<file path="config.mk">
export PLATFORM = sky130hd
export DESIGN_NAME = score_display
export DESIGN_NICKNAME = d
export VERILOG_FILES = /design/src/rtl/score_display.sv
export SDC_FILE = /design/constraint.sdc
export NUM_CORES = 1
export LEC_CHECK = 0
export BUFFER_PORTS_ARGS = -buffer_cell sky130_fd_sc_hd__buf_4
export CAP_MARGIN = 20
export CORE_ASPECT_RATIO = 0.8
export CORE_MARGIN = 3
export CORE_UTILIZATION = 54
export DETAILED_ROUTE_END_ITERATION = 10
export PLACE_DENSITY_LB_ADDON = 0.2
export RECOVER_POWER = 25
export SETUP_SLACK_MARGIN = 0.2
export SLEW_MARGIN = 10
export SYNTH_ARGS = -nofsm -noshare
export SYNTH_HDL_FRONTEND = slang
export SYNTH_SLANG_ARGS = --single-unit
</file>
<file path="constraint.sdc">
create_clock -name clk -period 2 [get_ports clk]
set_input_delay 0.1 -clock clk [delete_from_list [all_inputs] [get_ports clk]]
set_output_delay 0.1 -clock clk [all_outputs]
set_load 0.05 [all_outputs]
</file>
<file path="src/rtl/score_display.sv">
// score_display: scans left score, two dashes and right score onto a 4-digit common-anode 7-segment display, blinking the winner's digit.
module score_display #(
  parameter int SCAN_DIV  = 50000,
  parameter int BLINK_DIV = 25000000
) (
  input  logic       clk,
  input  logic       reset,
  input  logic [3:0] Lftscore,
  input  logic [3:0] Rgtscore,
  input  logic       Lftwin,
  input  logic       Rgtwin,
  output logic [3:0] an,
  output logic [6:0] seg,
  output logic       dp
);
  localparam int SW = $clog2(SCAN_DIV);
  localparam int BW = $clog2(BLINK_DIV);
  logic [9:0] sync1, sync2, snap;
  logic [SW-1:0] cnt;
  logic [BW-1:0] bcnt;
  logic [1:0] dig;
  logic phase, wrap, bwrap;
  logic [6:0] lft_glyph, rgt_glyph, nxt_seg;
  logic [3:0] nxt_an;
  function automatic logic [6:0] glyph(input logic [3:0] v);
    case (v)
      4'd0: return 7'h40;
      4'd1: return 7'h79;
      4'd2: return 7'h24;
      4'd3: return 7'h30;
      4'd4: return 7'h19;
      4'd5: return 7'h12;
      4'd6: return 7'h02;
      4'd7: return 7'h78;
      4'd8: return 7'h00;
      4'd9: return 7'h10;
      default: return 7'h06;
    endcase
  endfunction
  assign wrap  = cnt == SW'(SCAN_DIV - 1);
  assign bwrap = bcnt == BW'(BLINK_DIV - 1);
  // snap layout: {Lftwin, Rgtwin, Lftscore, Rgtscore}
  always_comb begin
    lft_glyph = (snap[9] && !phase) ? 7'h7F : glyph(snap[7:4]);
    rgt_glyph = (snap[8] && !phase) ? 7'h7F : glyph(snap[3:0]);
    nxt_seg   = (cnt == '0) ? 7'h7F : (dig == 2'd3) ? lft_glyph : (dig == 2'd0) ? rgt_glyph : 7'h3F;
    nxt_an    = (cnt == '0) ? 4'hF : ~(4'b0001 << dig);
  end
  always_ff @(posedge clk or negedge reset) begin
    if (!reset) begin
      sync1 <= '0;
      sync2 <= '0;
      snap  <= '0;
      cnt   <= '0;
      dig   <= 2'd3;
      bcnt  <= '0;
      phase <= 1'b1;
      an    <= 4'hF;
      seg   <= 7'h7F;
      dp    <= 1'b1;
    end else begin
      sync1 <= {Lftwin, Rgtwin, Lftscore, Rgtscore};
      sync2 <= sync1;
      if (cnt == '0 && dig == 2'd3) snap <= sync2;
      cnt   <= wrap ? '0 : cnt + SW'(1);
      if (wrap) dig <= dig - 2'd1;
      bcnt  <= bwrap ? '0 : bcnt + BW'(1);
      if (bwrap) phase <= ~phase;
      an    <= nxt_an;
      seg   <= nxt_seg;
      dp    <= 1'b1;
    end
  end
endmodule

</file>
# After elaboration in Yosys (flattened, before gate mapping)
# Memory sizes are Yosys's and may differ from the RTL's.
# Index checks and enable logic that the tools add are counted.
# totals
mem_count,2
out_inout_bits,12
ff_bits,85
in_bits,12
elab_cells,34
mem_bits_ro,224
# memory_table
name,words,width,read_ports,rd_clocked_by_memory_dff,write_ports,line_no,rtl
(no name shown),16,7,1,0,0,26,case (v)
(no name shown),16,7,1,0,0,26,
# classes
n_bitwise,2
mux,8
n_shift,1
reduce_logical,6
add_sub_neg,3
eq_ne,3
# ops
operator,count
7-bit two-way mux,5
"25-bit by 1-bit adder with 25-bit output, second input constant",1
"25-bit == test, second input constant",1
25-bit two-way mux,1
"16-bit by 1-bit adder with 16-bit output, second input constant",1
"16-bit == test, second input constant",1
16-bit logical NOT,1
16-bit two-way mux,1
4-bit two-way mux,1
4-bit inverter,1
"1-bit by 2-bit left shift with 4-bit output, first input constant",1
1-bit logical AND,3
"2-bit == test, second input constant",1
2-bit logical NOT,1
"2-bit by 1-bit subtractor with 2-bit output, second input constant",1
1-bit logical NOT,1
1-bit inverter,1

# Logic depth before layout (Yosys ltp)
# Gate-level depths: netlist of run 1.
# depth
ltp_word,6
depth_mapped,7
ltp_nobuf,6

# Worst setup path after synthesis of run 1
# OpenSTA, ideal clock, no wires.
# synth_path
path_type,register to register
from,register bcnt[0]
to,register bcnt[24]
path_stages_with_launch,7
arrival_ns,1.812
n_path_buf,1
required_ns,1.927
path_slack_ns,0.115
period_less_slack_ns,1.885
setup_ns,0.073
path_cell_list,dfrtp_1 -> ha_1 -> nand3_1 -> or3_1 -> buf_6 -> or4_4 -> a21oi_2
# synth_via
elab_chain_cells,2
word_cells_on_any_way,3
classes_between,1 x add/sub; 1 x eq/ne; 1 x mux
# synth_lines
element,line_no,rtl
start: declaration,20,logic [BW-1:0] bcnt;
start signal: assignment,67,bcnt <= bwrap ? '0 : bcnt + BW'(1);
25-bit by 1-bit adder with 25-bit output / 25-bit == test (equally long branches),"67, 41",
25-bit two-way mux (*),67,
# Mark *: on every way between the ends. The rest lies on a longest branch, timed or not.
# A chain may end at the register's enable or synchronous reset.

# Worst setup path after layout of run 1
# layout_path
from,register bcnt[0]
to,register bcnt[23]
# Same word-level chain as after synthesis.

==> qor.txt, run 1 <==
# nets final: 439
FF-to-FF Start: bcnt[0]
drt total wl: 7782 um
Worst Hold Class: reg -> reg
filler instances: 458
initial antenna violation count: 0
Compound-Gate Fraction of Synth Area: 6.855%
R2R Setup Slk: 120 ps
detailed-route wire length per cell: 15.60 um
GR Util All Layers: 19.56%
maximum clock path buffer count: 2
main area contributors after synthesis: dfrtp_1 (46%), dfstp_2 (9.6%), ha_1 (5.5%)
CTS tree: done
Worst setup endpoint: bcnt[23]
Post-DP HPWL: 4680 um
commonest cells in the netlist: dfrtp_1 (71), nor2_1 (26), nand2_1 (23)
R2R Path End: bcnt[23]
Starting Density: 58.03%
area post-placement: 4213 um^2
Clock Sinks: 85
RSZ-0062 raised after global routing: yes
CP max stage cell: or4_2
Seq/Total Area, Yosys: 55.69%
# IOs: 24
CP bufs+invs: 0
Crit Path Max Fanout: 5
Hold Worst Slack: 350.2 ps
Placed Cells: 454
grt ovf: 0
ANT cells: 0
Clk pin slew, worst setup/hold paths: 80 ps
Worst setup SP type: register
cts bufs inserted: 9
static leakage: 2.140 nW
VDD IR max: 395.7 uV
die span in y: 81.54 um
count of input and output buffers: 22
Detailed Routing Iterations Pass 1: 7
Syn Area/Cell: 11.23 um^2
Die ar.: 8188 um^2
Async SR Flop Fraction: 100.0%
antenna-violating nets left: 0
delay-heaviest family, CP: simple AND/OR/NAND/NOR gates
Synth area leader: dfrtp_1
count of final setup violators: 0
Fin Clk Skew: 6.654 ps
Worst Tran Pin Value: 1080 ps
initial DRC count: 172
worst slack, placed: 64.81 ps
crit share post-route: 93.93%
RePlAce Congestion: 0.8387
largest net degree at the start of global routing: 86
layout cells sized above 1: 31.57%
CP Data Arrival Time: 2160 ps
simple-gate share of the synthesized area: 18.71%
post-synthesis cell area: 3851 um^2
top-count cell post-synth: dfrtp_1
Cell Count, Final, Fillers Out: 499
fmax: 532.3 MHz
Vias: 2805
Synth Area in Adders: 5.523%
Die W: 100.4 um
xor-xnor portion of the synthesized cell area: 7.050%
mux cell area share after synthesis: 2.924%
critical path class: reg -> reg
worst setup path start: bcnt[0]
hold_sp: sync1[3]
# rows: 26
worst stage delay on the critical path: 770 ps
area grow syn2layout: 23.16%
routed vias/inst: 5.621
CP Capture Type: register
max-cap viol count: 0
Setup TNS Final: 0 ps
Critical Path RT: 2280 ps
crit-path cells: nand4_1 > or4_2 > nor3_2 > xor2_1
final instance area: 4743 um^2
global-route wire length before repair: 12370 um
outcome: finished clean
EDFF count, synth: 0
worst skew pair latency: 360 ps
Synthesis Warnings: 0
Post-synth top flop: dfrtp_1
Yosys cell types: 45
PD cells: 636.9 nW/um^2
Final Slew Violations: 0
synthesized flop and latch total: 85
Core ar.: 6636 um^2
Final WS setup: 121.3 ps
root buffer cell: clkbuf_8
largest family of logic cells by synthesized area: simple AND/OR/NAND/NOR gates
Syn Nets: 372
area share of the largest cell type after synthesis: 46.13%
Slew HR: 27.97%
Final Hold Fails: 0
number of global-route vias before repair: 2630
# DRC: 0
R2R cell count: 4
H-Tree Depth: 3
Tmin final: 1879 ps
Crit. path cell count: 4
Syn Inst Count: 343
==> how the worst min path moves through the flow <==
stage | end | slack (ps) | depth (start not counted)
after CTS | snap[1] | 310 | 3
after floorplan | bcnt[0] | -200 | 0
after global placement | snap[4] | 170 | 2
final | sync2[3] | 350 | 0
after global routing | sync2[3] | 360 | 0
after detailed placement | snap[1] | 160 | 2
==> cells by family after synthesis <==
group                      after synthesis
buffers and inverters                   28
muxes                                   10
adders and majority gates               17
and+or+nand+nor                        126
DFF                                     85
AOI/OAI and AO/OA                       45
other                                    1
xor gates and xnor gates                31
==> layer usage <==
metal | global-route usage [%] | routed length [um] | vias up
li1 | - | - | 1331
met2 | 30.62 | 3785 | 111
met5 | 0 | 0 | -
met1 | 26.14 | 3334 | 1339
met3 | 5.093 | 498 | 24
met4 | 8.210 | 163 | 0
==> power breakdown <==
part	total, mW	switching, mW	internal [mW]
logic	0.0668	0.0395	0.0274
clock network	1.21	0.628	0.581
registers	1.75	0.00636	1.74
total	3.02	0.674	2.35
==> flip-flops by register name, summed over array words and instances, names as in the netlist <==
register  flops
sync2        10
phase         1
seg           7
an            4
bcnt         25
snap         10
dig           2
sync1        10
cnt          16
==> worst reg2reg max path, delay by kind of cell, from the launching register on <==
kind	cells	cell delay [ps]
and+or+nand+nor	3	1220
xor gates and xnor gates	1	170
DFF	1	430
==> per-stage QoR <==
stage / power [mW] / utilization [%]
6_report: 3.021 / 71.47
2_1_floorplan: 1.781 / -
3_5_place_dp: 1.836 / 63.48
3_3_place_gp: 1.835 / 63.48
5_1_grt: 3.138 / 71.47
4_1_cts: 3.071 / 69.48
==> placed cells by master, fill, tap and decap left out, types with 3 or more instances in the layout <==
master	instances
clkbuf_8	9
a21oi_1	11
nor4_1	4
dfstp_2	14
o21ai_0	15
a21oi_2	4
dfrtp_1	66
buf_4	38
nor2_1	25
nand2_1	23
mux2_2	10
and3_1	6
and4_1	6
dfrtp_2	5
xnor2_1	15
dlygate4sd3_1	11
or4_4	5
buf_6	3
o31ai_1	4
nand2b_1	5
clkbuf_4	12
nand4_1	8
ha_1	16
inv_1	19
nand3_1	15
xor2_1	16
==> timing repair <==
| item | CTS | global route |
|---|---|---|
| pin swaps | 4 | 5 |
| hold endpoints to repair | 81 | 0 |
| setup buffers | 10 | 7 |
| hold buffers | 11 | 0 |
| endpoints found under the setup margin | 17 | 36 |
| cloned | 0 | 1 |
| gates resized for setup | 5 | 24 |
==> layout make-up <==
class / instances / area [um^2] / share of cell area, %
flip-flops and latches: 85 / 2151 / 45.34
well taps: 84 / 105.1 / 2.216
clock inverters: 7 / 73.82 / 1.556
inverters: 19 / 71.32 / 1.504
clock buffers: 9 / 123.9 / 2.611
repair buffers: 65 / 524.3 / 11.05
multi-input cells: 230 / 1694 / 35.72
No activity file was read; power rests on OpenSTA's default activity.
==> run 2, diff against run 1 <==
- CORE_UTILIZATION: 54 -> 50
==> qor.txt, run 2 (synthesis gave the netlist of run 1 again) <==
Final Power: 3.248 mW (+7.5%)
detailed-route wire length per cell: 14.89 um (-4.5%)
max-cap viol count: 0 (unchanged)
Starting Density: 53.77% (-4.3 points)
number of global-route vias before repair: 2820 (+7.2%)
CP Data Arrival Time: 2130 ps (-30 ps)
Worst setup SP type: register
ANT cells: 0 (unchanged)
GRT busiest layer: met2
met3 Track Usage GR: 4.919% (-0.17 points)
number of flip-flops in the largest register: 25 (unchanged)
layout cells sized above 1: 33.87% (+2.3 points)
outcome: finished clean
count of final setup violators: 0 (unchanged)
antenna-violating nets left: 0 (unchanged)
GR Util All Layers: 19.14% (-0.42 points)
Final Hold Fails: 0 (unchanged)
FF+latch area: 2150 um^2 (about the same)
# DRC: 0 (unchanged)
initial antenna violation count: 0 (unchanged)
commonest cells after routing, fill and taps aside: dfrtp_1 (67), buf_4 (57), nand2_1 (23), nor2_1 (23), inv_1 (19)
Die W: 104.1 um (+3.7%)
grt ovf: 0 (unchanged)
M1 GR Usage: 25.28% (-0.87 points)
cts bufs inserted: 9 (unchanged)
routed vias/inst: 5.383 (-4.2%)
Clk pin slew, worst setup/hold paths: 80 ps (about the same)
drt total wl: 7924 um (+1.8%)
Detailed Routing Iterations Pass 1: 4 (-3)
critical path class: reg -> reg
Slew HR: 18.44% (-9.5 points)
area of the multi-input gates: 1705 um^2 (+0.67%)
root buffer cell: clkbuf_8
area grow syn2layout: 28.10%
RePlAce Congestion: 0.9404 (+12%)
largest net degree at the start of global routing: 53 (-38%)
count of input and output buffers: 22 (unchanged)
static leakage: 2.236 nW (+4.5%)
fmax: 539.1 MHz (+1.3%)
die span in y: 84.50 um (+3.6%)
filler instances: 535 (+17%)
Crit Path Max Fanout: 8 (+3)
Vias: 2864 (+2.1%)
Core ar.: 7162 um^2 (+7.9%)
Clock Sinks: 85 (unchanged)
Critical Path RT: 2280 ps (about the same)
worst setup path start: bcnt[12]
final core utilization: 68.89% (-2.6 points)
RSZ-0062 raised after global routing: yes
# IOs: 24 (unchanged)
# rows: 27 (+3.8%)
# nets final: 455 (+3.6%)
Largest regs: bcnt (25), cnt (16)
hold_sp: sync1[4]
H-Tree Depth: 3 (unchanged)
PD cells: 658.4 nW/um^2 (+3.4%)
Fin Clk Skew: 10.98 ps (+4.322 ps)
largest reg by FF count: bcnt
worst skew pair latency: 350 ps (about the same)
maximum clock path buffer count: 2 (unchanged)
Final Slew Violations: 0 (unchanged)
crit share post-route: 92.75% (-1.2 points)
initial DRC count: 175 (+1.7%)
Die ar.: 8798 um^2 (+7.5%)
global-route wire length before repair: 13610 um (+10%)
CTS tree: done
VDD IR max: 369.9 uV (-6.5%)
FF-to-FF Start: bcnt[12]
commonest non-fill, non-tap cell in the layout: dfrtp_1
Tmin final: 1855 ps (-23.70 ps)
Worst Hold Class: reg -> reg
met2 usage: 31.21% (+0.59 points)
Post-DP HPWL: 5109 um (+9.2%)
CP Capture Type: register
Worst Tran Pin Value: 1223 ps (+142.9 ps)
-- run 2: repair_timing --
item	4_1_cts	5_1_grt
gates resized for setup	7	22
pin swaps	5	11
setup endpoints to repair	18	35
hold endpoints to repair	45	0
buffers inserted	17	6
hold buffers	11	0
-- run 2: layer usage --
metal / routed length, um / vias to the layer above / part of all wire, %
li1: - / 1359 / -
met1: 3526 / 1413 / 44
met2: 3928 / 78 / 50
met3: 330 / 14 / 4.2
met4: 139 / 0 / 1.8
met5: 0 / - / 0
-- run 2: cell type report --
class | instances | share of cell area, %
clock buffer | 12 | 2.942
clock inverter | 4 | 1.927
inverter | 19 | 1.446
multi-input combinational | 230 | 34.57
sequential | 85 | 43.57
tap | 101 | 2.561
timing repair buffer | 81 | 12.99
-- run 2: worst paths after layout --
kind	endpoint	slack (ps)	cells past startpoint
worst max register to register	phase	150	5
worst max-delay path	phase	150	5
min in group asynchronous	snap[7]	560	2
max in group asynchronous	bcnt[14]	570	3
worst min-delay path	sync2[4]	350	0
worst min register to register	sync2[4]	350	0
-- run 2: where the power goes --
part	switching [mW]	leakage (nW)	internal, mW	total, mW
sequential	0.00743	1.06	1.74	1.75
clock	0.566	0.121	0.863	1.43
combinational	0.0432	1.06	0.0298	0.0730
total	0.616	2.24	2.63	3.25
-- run 2: per-stage QoR --
stage | instances | setup TNS, ps | instance area (um^2) | worst slack (ps) | hold slack [ps]
6_report | 532 | 0 | 4933 | 145.0 | 347.8
5_1_grt | 532 | 0 | 4933 | 87.57 | 355.3
4_1_cts | 526 | 0 | 4808 | 152.6 | 327.1
3_5_place_dp | 482 | -126.5 | 4304 | -21.05 | 167.6
3_3_place_gp | 482 | 0 | 4304 | 41.53 | 158.9
2_1_floorplan | 343 | 0 | 3875 | 191.1 | -195.6
-- run 2: worst max-delay path: stages (launching register included) --
cell     delay, ps
dfrtp_1        450
nand3_4        120
or4b_4         560
nor4_4         310
buf_6          200
xor2_1         150
==> run 3, diff against run 2 <==
- CORE_MARGIN: 3 -> 2
- MAX_ROUTING_LAYER: default -> met4
==> qor.txt, run 3 (synthesis gave the netlist of run 1 again) <==
Hold Worst Slack: 349.4 ps (+1.557 ps)
Post-DP HPWL: 4642 um (-9.1%)
root buffer cell: clkbuf_8
Final Slew Violations: 0 (unchanged)
CP Data Arrival Time: 2130 ps (about the same)
initial antenna violation count: 0 (unchanged)
CTS tree: done
cts bufs inserted: 9 (unchanged)
worst slack, placed: 54.27 ps (+75.31 ps)
# IOs: 24 (unchanged)
global-route wire length before repair: 11840 um (-13%)
Detailed Routing Iterations Pass 1: 4 (unchanged)
Crit Path Max Fanout: 6 (-2)
final instance area: 4713 um^2 (-4.5%)
Slew HR: 9.218% (-9.2 points)
filler instances: 586 (+9.5%)
Clk pin slew, worst setup/hold paths: 90 ps (about the same)
Worst Tran Pin Value: 1362 ps (+138.4 ps)
number of flip-flops in the largest register: 25 (unchanged)
crit share post-route: 91.16% (-1.6 points)
Starting Density: 51.85% (-1.9 points)
Placed Cells: 474 (-1.7%)
Die W: 102.1 um (-1.9%)
H-Tree Depth: 3 (unchanged)
commonest non-fill, non-tap cell in the layout: dfrtp_1
critical path class: reg -> reg
VDD IR max: 301.5 uV (-18%)
drt total wl: 7053 um (-11%)
worst skew pair latency: 370 ps (+20 ps)
GR Util All Layers: 18.96% (-0.18 points)
Worst Hold Class: reg -> reg
CP Capture Type: register
outcome: finished clean
fmax: 548.5 MHz (+1.7%)
Setup TNS Final: 0 ps (unchanged)
number of global-route vias before repair: 2575 (-8.7%)
Fin Clk Skew: 8.351 ps (-2.625 ps)
static leakage: 2.119 nW (-5.2%)
count of final setup violators: 0 (unchanged)
die span in y: 82.50 um (-2.4%)
Largest regs: bcnt (25), cnt (16)
ANT cells: 0 (unchanged)
count of input and output buffers: 22 (unchanged)
commonest cells after routing, fill and taps aside: dfrtp_1 (65), buf_4 (37), nor2_1 (25), nand2_1 (23), inv_1 (19)
RSZ-0062 raised after global routing: yes
antenna-violating nets left: 0 (unchanged)
final core utilization: 63.46% (-5.4 points)
Die ar.: 8425 um^2 (-4.2%)
area grow syn2layout: 22.38%
Cell Count, Final, Fillers Out: 517 (-2.8%)
Vias: 2754 (-3.8%)
# rows: 28 (+3.7%)
Tmin final: 1823 ps (-31.86 ps)
detailed-route wire length per cell: 13.64 um (-8.4%)
worst stage delay on the critical path: 490 ps (-70 ps)
maximum clock path buffer count: 2 (unchanged)
Clock Sinks: 85 (unchanged)
PD cells: 626.2 nW/um^2 (-4.9%)
Core ar.: 7427 um^2 (+3.7%)
CP max stage cell: or4_4
RePlAce Congestion: 0.8326 (-11%)
Final WS setup: 176.9 ps (+31.86 ps)
largest reg by FF count: bcnt
largest net degree at the start of global routing: 57 (+7.5%)
layout cells sized above 1: 29.13% (-4.7 points)
max-cap viol count: 0 (unchanged)
Critical Path RT: 2300 ps (+20 ps)
grt ovf: 0 (unchanged)
area post-placement: 4232 um^2 (-1.7%)
Final Power: 2.951 mW (-9.1%)
Worst setup SP type: register
initial DRC count: 129 (-26%)
crit-path cells: nand3_1 > or3_4 > or4_4 > a21oi_2
# DRC: 0 (unchanged)
# nets final: 436 (-4.2%)
Final Hold Fails: 0 (unchanged)
routed vias/inst: 5.327 (-1.1%)
run 3: cell count changes in the layout (fill, tap and decap cells not counted), sizes merged:
cell      before  now
buf           59   40
bufinv         3    0
clkbuf        23   21
clkinv         1    3
clkinvlp       0    2
inv           19   20
run 3: metal layers:
metal,wire [um],up-vias,part of all wire (%),track usage [%]
met5,0,-,0,-
met4,102,0,1.4,6.533
met3,317,9,4.5,5.303
met2,3190,67,45,28.95
met1,3443,1343,49,24.70
li1,-,1335,-,-
run 3: repair_timing:
| item | in CTS | in global routing |
|---|---|---|
| setup endpoints to repair | 16 | 36 |
| pin swaps | 2 | 1 |
| cloned | 0 | 0 |
| buffers inserted | 11 | 5 |
| hold buffers | 11 | 0 |
| hold endpoints to repair | 50 | 0 |
| resized for setup | 4 | 16 |
run 3: layout make-up:
class / instances / area, um^2 / share of cell area (%)
inverter: 19 / 71.32 / 1.513
clock buffer: 10 / 137.6 / 2.920
tap: 105 / 131.4 / 2.787
multi-input combinational: 230 / 1664 / 35.31
clock inverter: 6 / 46.29 / 0.9822
timing repair buffer: 62 / 510.5 / 10.83
sequential: 85 / 2152 / 45.66
run 3: worst paths after layout:
check	startpoint	end	slack (ps)	depth (start not counted)
setup reg to reg	bcnt[16]	bcnt[24]	180	4
setup / recovery	bcnt[16]	bcnt[24]	180	4
min in group asynchronous	reset	sync1[1]	580	2
hold / removal	sync1[5]	sync2[5]	350	0
hold reg to reg	sync1[5]	sync2[5]	350	0
max in group asynchronous	reset	bcnt[10]	510	2
run 3: worst max-delay path: cells and delay by family (launching register included):
family	cells	cell delay [ps]
flops	1	440
simple gates	3	1190
compound gates	1	140
run 3: power breakdown:
group | total [mW] | internal (mW) | switching [mW]
clock | 1.13 | 0.491 | 0.644
sequential | 1.74 | 1.74 | 0.00573
combinational | 0.0724 | 0.0311 | 0.0412
total | 2.95 | 2.26 | 0.691
